## src/rtl/controle_exibicao_sequencia_pkg.sv

```systemverilog
// Shared constants for the memory game.
// Holds the state codes shown on the debug display, the default LED on/off
// durations and the sequence memory address width. The game control unit
// imports the same package so both blocks agree on these values.
package controle_exibicao_sequencia_pkg;

   localparam int LARGURA_ENDERECO = 4;

   // Default durations at a 1 kHz game clock: 1 s lit, 0.5 s dark.
   localparam int T_ACESO_PADRAO   = 1000;
   localparam int T_APAGADO_PADRAO = 500;

   // Codes presented on the hex debug display.
   localparam logic [3:0] COD_OCIOSO  = 4'd0;
   localparam logic [3:0] COD_ACESO   = 4'd1;
   localparam logic [3:0] COD_APAGADO = 4'd2;
   localparam logic [3:0] COD_FIM     = 4'd3;

   typedef enum logic [1:0] {
      OCIOSO  = 2'd0,
      ACESO   = 2'd1,
      APAGADO = 2'd2,
      FIM     = 2'd3
   } estado_t;

   // Timer width able to hold max(a,b)-1; never narrower than one bit.
   function automatic int largura_timer(input int a, input int b);
      int maior;
      int w;
      maior = (a > b) ? a : b;
      w     = $clog2(maior);
      return (w < 1) ? 1 : w;
   endfunction

endpackage

```

## src/rtl/controle_exibicao_sequencia_contador.sv

```systemverilog
// contador_tempo_exibicao: phase duration counter.
// Counts up while conta=1, clears on zera (zera has priority) and raises fim
// while the count equals TERMINAL.
// Ports:
//   clock  - system clock, rising edge
//   reset  - asynchronous active-high reset
//   zera   - synchronous clear
//   conta  - count enable
//   fim    - high while count == TERMINAL
module contador_tempo_exibicao #(
   parameter int LARGURA  = 1,
   parameter int TERMINAL = 0
) (
   input  logic clock,
   input  logic reset,
   input  logic zera,
   input  logic conta,
   output logic fim
);

   localparam logic [LARGURA-1:0] UM       = LARGURA'(1);
   localparam logic [LARGURA-1:0] TERM_VAL = LARGURA'(TERMINAL);

   logic [LARGURA-1:0] valor_reg;

   always_ff @(posedge clock or posedge reset) begin
      if (reset) begin
         valor_reg <= '0;
      end else if (zera) begin
         valor_reg <= '0;
      end else if (conta) begin
         valor_reg <= valor_reg + UM;
      end
   end

   assign fim = (valor_reg == TERM_VAL);

endmodule

```

## src/rtl/controle_exibicao_sequencia.sv

```systemverilog
// controle_exibicao_sequencia: plays the stored sequence back before each round.
// Walks addresses 0..rodada, keeping each entry lit for T_ACESO cycles and
// dark for T_APAGADO cycles, then pulses pronto for one cycle.
// Ports:
//   clock     - system clock, rising edge
//   reset     - asynchronous active-high reset
//   iniciar   - start playback (only looked at while idle)
//   cancelar  - abort playback, back to idle on the next edge
//   rodada    - index of the last entry to show
//   endereco  - memory address of the entry being shown
//   sinal_led - datapath drives the LEDs from memory when 1
//   ocupado   - 1 whenever not idle
//   pronto    - one-cycle pulse on normal completion
//   db_estado - state code for the debug display
module controle_exibicao_sequencia
   import controle_exibicao_sequencia_pkg::*;
#(
   parameter int T_ACESO   = T_ACESO_PADRAO,
   parameter int T_APAGADO = T_APAGADO_PADRAO
) (
   input  logic                        clock,
   input  logic                        reset,
   input  logic                        iniciar,
   input  logic                        cancelar,
   input  logic [LARGURA_ENDERECO-1:0] rodada,
   output logic [LARGURA_ENDERECO-1:0] endereco,
   output logic                        sinal_led,
   output logic                        ocupado,
   output logic                        pronto,
   output logic [3:0]                  db_estado
);

   localparam int LARGURA_TIMER = largura_timer(T_ACESO, T_APAGADO);

   estado_t                     estado_reg, estado_next;
   logic [LARGURA_ENDERECO-1:0] endereco_reg, endereco_next;
   logic [LARGURA_ENDERECO-1:0] rodada_reg, rodada_next;

   logic fim_aceso, fim_apagado;
   logic zera_aceso, zera_apagado;

   // One counter per phase. Each is held at zero outside its own phase, so
   // every phase starts counting from zero without an explicit reload.
   assign zera_aceso   = (estado_reg != ACESO)   || fim_aceso   || cancelar;
   assign zera_apagado = (estado_reg != APAGADO) || fim_apagado || cancelar;

   contador_tempo_exibicao #(
      .LARGURA  (LARGURA_TIMER),
      .TERMINAL (T_ACESO - 1)
   ) u_tempo_aceso (
      .clock (clock),
      .reset (reset),
      .zera  (zera_aceso),
      .conta (estado_reg == ACESO),
      .fim   (fim_aceso)
   );

   contador_tempo_exibicao #(
      .LARGURA  (LARGURA_TIMER),
      .TERMINAL (T_APAGADO - 1)
   ) u_tempo_apagado (
      .clock (clock),
      .reset (reset),
      .zera  (zera_apagado),
      .conta (estado_reg == APAGADO),
      .fim   (fim_apagado)
   );

   always_ff @(posedge clock or posedge reset) begin
      if (reset) begin
         estado_reg   <= OCIOSO;
         endereco_reg <= '0;
         rodada_reg   <= '0;
      end else begin
         estado_reg   <= estado_next;
         endereco_reg <= endereco_next;
         rodada_reg   <= rodada_next;
      end
   end

   always_comb begin
      estado_next   = estado_reg;
      endereco_next = endereco_reg;
      rodada_next   = rodada_reg;

      case (estado_reg)
         OCIOSO: begin
            // cancelar wins over a simultaneous iniciar
            if (iniciar && !cancelar) begin
               rodada_next = rodada;
               estado_next = ACESO;
            end
         end
         ACESO: begin
            if (fim_aceso) estado_next = APAGADO;
         end
         APAGADO: begin
            if (fim_apagado) begin
               if (endereco_reg == rodada_reg) begin
                  estado_next = FIM;
               end else begin
                  endereco_next = endereco_reg + 4'd1;
                  estado_next   = ACESO;
               end
            end
         end
         FIM: begin
            estado_next = OCIOSO;
         end
         default: begin
            estado_next = OCIOSO;
         end
      endcase

      if (cancelar && (estado_reg != OCIOSO)) estado_next = OCIOSO;

      // Address always reads 0 while idle, whatever path led there.
      if (estado_next == OCIOSO) endereco_next = '0;
   end

   // Moore outputs: decoded from registered state only.
   always_comb begin
      case (estado_reg)
         ACESO:   db_estado = COD_ACESO;
         APAGADO: db_estado = COD_APAGADO;
         FIM:     db_estado = COD_FIM;
         default: db_estado = COD_OCIOSO;
      endcase
   end

   assign endereco  = endereco_reg;
   assign sinal_led = (estado_reg == ACESO);
   assign ocupado   = (estado_reg != OCIOSO);
   assign pronto    = (estado_reg == FIM);

endmodule
```

## config.mk

```make
export PLATFORM = sky130hd
export DESIGN_NAME = controle_exibicao_sequencia
export DESIGN_NICKNAME = d
export VERILOG_FILES = /design/src/rtl/controle_exibicao_sequencia_pkg.sv /design/src/rtl/controle_exibicao_sequencia_contador.sv /design/src/rtl/controle_exibicao_sequencia.sv
export SDC_FILE = /design/constraint.sdc
export NUM_CORES = 1
export LEC_CHECK = 0
export ABC_AREA = 1
export CORE_ASPECT_RATIO = 1.4
export CORE_UTILIZATION = 49
export DETAILED_ROUTE_END_ITERATION = 12
export GPL_TIMING_DRIVEN = 0
export PLACE_DENSITY = 0.82
export RECOVER_POWER = 25
export SLEW_MARGIN = 5
export SYNTH_ARGS = -nofsm -noshare
export SYNTH_HDL_FRONTEND = slang
export SYNTH_SLANG_ARGS = --single-unit
```

## constraint.sdc

```tcl
create_clock -name clock -period 2.6 [get_ports clock]
set_clock_uncertainty 0.15 [all_clocks]
set_input_delay 0.26 -clock clock [delete_from_list [all_inputs] [get_ports clock]]
set_output_delay 0.26 -clock clock [all_outputs]
set_load 0.01 [all_outputs]
```

==> flow_summary.yaml <==
cts:
  cts_resized: 0
  cts_sinks: 30
  clockRootBuffer: "clkbuf_8"
  numCtsBuffers: 5
  ctsHtreeMaxLevel: 2
  clk_latency_ps: 280
  clk_path_buf_depth: 2
  cts_tree: "built"
  post_cts_buffers: 0
  path_clk_slew_ps: 60
  postCtsHoldBufs: 0
worst_setup_path:
  crit_chain: "nor2_1 > inv_1 > clkdlybuf4s50_1"
  required_ps: 2190
  max_stage_delay_ps: 480
  critical_path.max_fanout: 5
  rrSetupSlack_ps: 710
  path_class: "flip-flop to output port"
  slowest_stage: "clkdlybuf4s50_1"
  r2r-end: "u_tempo_apagado.valor_reg[7]"
  cp_num_buf_inv: 2
  crit_path_start_kind: "flip-flop"
  reg2reg_depth: 6
  crit_family: "buffers and inverters"
  end_kind: "output port"
  arrival_ps: 1490
  timing.rr.start: "u_tempo_apagado.valor_reg[0]"
yosys:
  async_flop_share_pct: 100.0
  ys_top_cells_by_count: "nand2_1 (44), nor2_1 (32), dfrtp_1 (30)"
  syn_area_mm2: 0.001584
  syn_area_per_cell_um2: 7.842
  ys_seq_area_share_pct: 47.39
  muxShareOfSynthArea_pct: 0
  synthMostInstantiatedCell: "nand2_1"
  synth_fa_ha_area_share_pct: 2.370
  synth_top_family_by_area: "simple AND/OR/NAND/NOR gates"
  synth_area_leaders: "dfrtp_1 (47%), nand2_1 (10%), nor2_1 (7.6%)"
  yosysUniqueCellTypes: 24
  ys_ff_latch: 30
  synthSimpleGateAreaFrac_pct: 34.99
  ys_warn_count: 0
  syn_inst: 202
  synth_compound_area_share_pct: 5.055
  synth-edff-count: 0
  synth_top_area_share_pct: 47.39
  synth_top_area_cell: "dfrtp_1"
  synth_ff_type: "dfrtp_1"
  synthXorXnorAreaFrac_pct: 1.659
die:
  core_area_mm2: 0.003093
  row_count: 24
  start_util_pct: 51.21
  pin_count: 19
  die_area_mm2: 0.003467
  die_w_um: 50.05
  die_h_um: 69.28
job:
  drv_cap: 0
global_routing:
  grt_max_degree: 31
  antenna_found_initial: 0
  grt_pass1_wl_um: 5140
  grt_pass1_vias: 1196
  grt_overflow: 0
  grt_util_all_layers_pct: 19.79
run_status:
  status: "completed"
place:
  place_inst: 258
  dp_slack_ps: 817.0
  dpl.hpwl_um: 2155
  gp_congestion: 0.8208
  placed_cell_area_mm2: 0.001797
  io_buffers: 16
drt:
  wl_per_cell_um: 10.88
  drc: 0
  vias: 1302
  drt_iter0_markers: 45
  wl_um: 2872
  ant_nets: 0
  drt-vias-per-instance: 4.932
  drtPass1Iterations: 4
min_path:
  hp-class: "flip-flop to flip-flop"
  hold_depth: 1
  min_to: "u_tempo_aceso.valor_reg[0]"
  min_from: "u_tempo_aceso.valor_reg[0]"
sta:
  maxSlewViolCount: 0
  tns_ps: 0
  setup_viol: 0
  tightest_slew_ps: 1108
  period_share_pct: 73.04
  relSlewSlack_pct: 26.02
  fin_ws_ps: 700.9
  fmax_mhz: 526.6
  rsz0062_at_grt: "false"
  post-route-min-period_ps: 1899
  final-hold-violation-count: 0
cells_and_area:
  multi_input_area_um2: 680.7
  stdcell_area_mm2: 0.001854
  area_delta_synth_final_pct: 17.06
  fillers: 271
  seq_area_um2: 750.7
  nNetsFinal: 237
  final_cells: 264
  drive_gt1_share_pct: 8.444
  num_antenna_cells: 0
pwr:
  p_per_area_mw_per_mm2: 620.3
  leakage_uw: 0.0009103
  irDropWorstVdd_v: 0.0004874
[per-stage QoR]
step	power, uW	util, %	hold slack, ps
after floorplan	706.0	-	200.8
after global routing	1220	59.95	329.2
after CTS	1168	60.76	310.9
after global placement	796.2	58.09	295.5
final	1150	59.95	310.3
after detailed placement	804.3	58.09	303.2
[report_power, final]
| group | switching [uW] | internal (uW) |
|---|---|---|
| sequential | 26.8 | 511 |
| combinational | 151 | 103 |
| clock | 155 | 203 |
[worst max-delay path by stage]
stage / slack, ps / startpoint / cells past startpoint / end
global placement: 830 / reset / 2 / rodada_reg[0]
CTS: 660 / estado_reg[1] / 3 / ocupado
global route: 520 / u_tempo_apagado.valor_reg[0] / 6 / u_tempo_apagado.valor_reg[7]
detailed placement: 820 / reset / 2 / rodada_reg[0]
floorplan: 1100 / u_tempo_apagado.valor_reg[0] / 10 / endereco[1]
finish: 700 / estado_reg[1] / 3 / ocupado
[per-layer routing]
layer | GRT usage (%) | vias up | share of wire (%)
met1 | 23.00 | 595 | 43
met3 | 5.921 | 6 | 2.8
met2 | 32.30 | 23 | 51
met4 | 9.841 | 0 | 2.3
li1 | - | 678 | -
met5 | 0 | - | 0
[cell usage in the layout, fill, tap and decap left out]
| master | netlist | final |
|---|---|---|
| clkdlybuf4s50_1 | 0 | 15 |
| xnor2_1 | 1 | 1 |
| nor2_8 | 1 | 1 |
| nand2_2 | 2 | 2 |
| xor2_1 | 2 | 2 |
| nand4_1 | 6 | 6 |
| nor2_4 | 1 | 1 |
| nor3b_1 | 4 | 4 |
| buf_4 | 2 | 2 |
| nor3_1 | 5 | 5 |
| or3_1 | 1 | 1 |
| conb_1 | 1 | 2 |
| clkbuf_1 | 2 | 2 |
| a21oi_1 | 13 | 13 |
| o21ai_0 | 3 | 3 |
| dfrtp_1 | 30 | 30 |
| nand2_1 | 44 | 44 |
| clkbuf_8 | 0 | 6 |
| nand3_1 | 14 | 17 |
| inv_1 | 24 | 24 |
| nor2_2 | 3 | 2 |
| inv_2 | 5 | 5 |
| nor2_1 | 32 | 33 |
| dlygate4sd3_1 | 0 | 1 |
| ha_1 | 3 | 3 |
[worst register-to-register path: stages (launching register included)]
cell	delay (ps)
dfrtp_1	400
ha_1	240
nand2_1	70
nor2_1	50
nand3_1	240
nand3_1	350
nor3_1	290
[cell type report]
cell class,instances,share of cell area [%]
inverters,29,5.870
clock buffers,6,4.453
multi-input cells,140,36.71
flip-flops and latches,30,40.49
repair buffers,16,8.637
well taps,39,2.632
plain buffers,4,1.215
[logic make-up after synthesis]
| family | count (synthesis) |
|---|---|
| other | 1 |
| adder cells (fa/ha/maj) | 3 |
| XOR/XNOR | 3 |
| flip-flops | 30 |
| buffers and inverters | 33 |
| AND/OR/NAND/NOR | 116 |
| AO/OA/AOI/OAI | 16 |
Power figures use the tool's default switching activity.
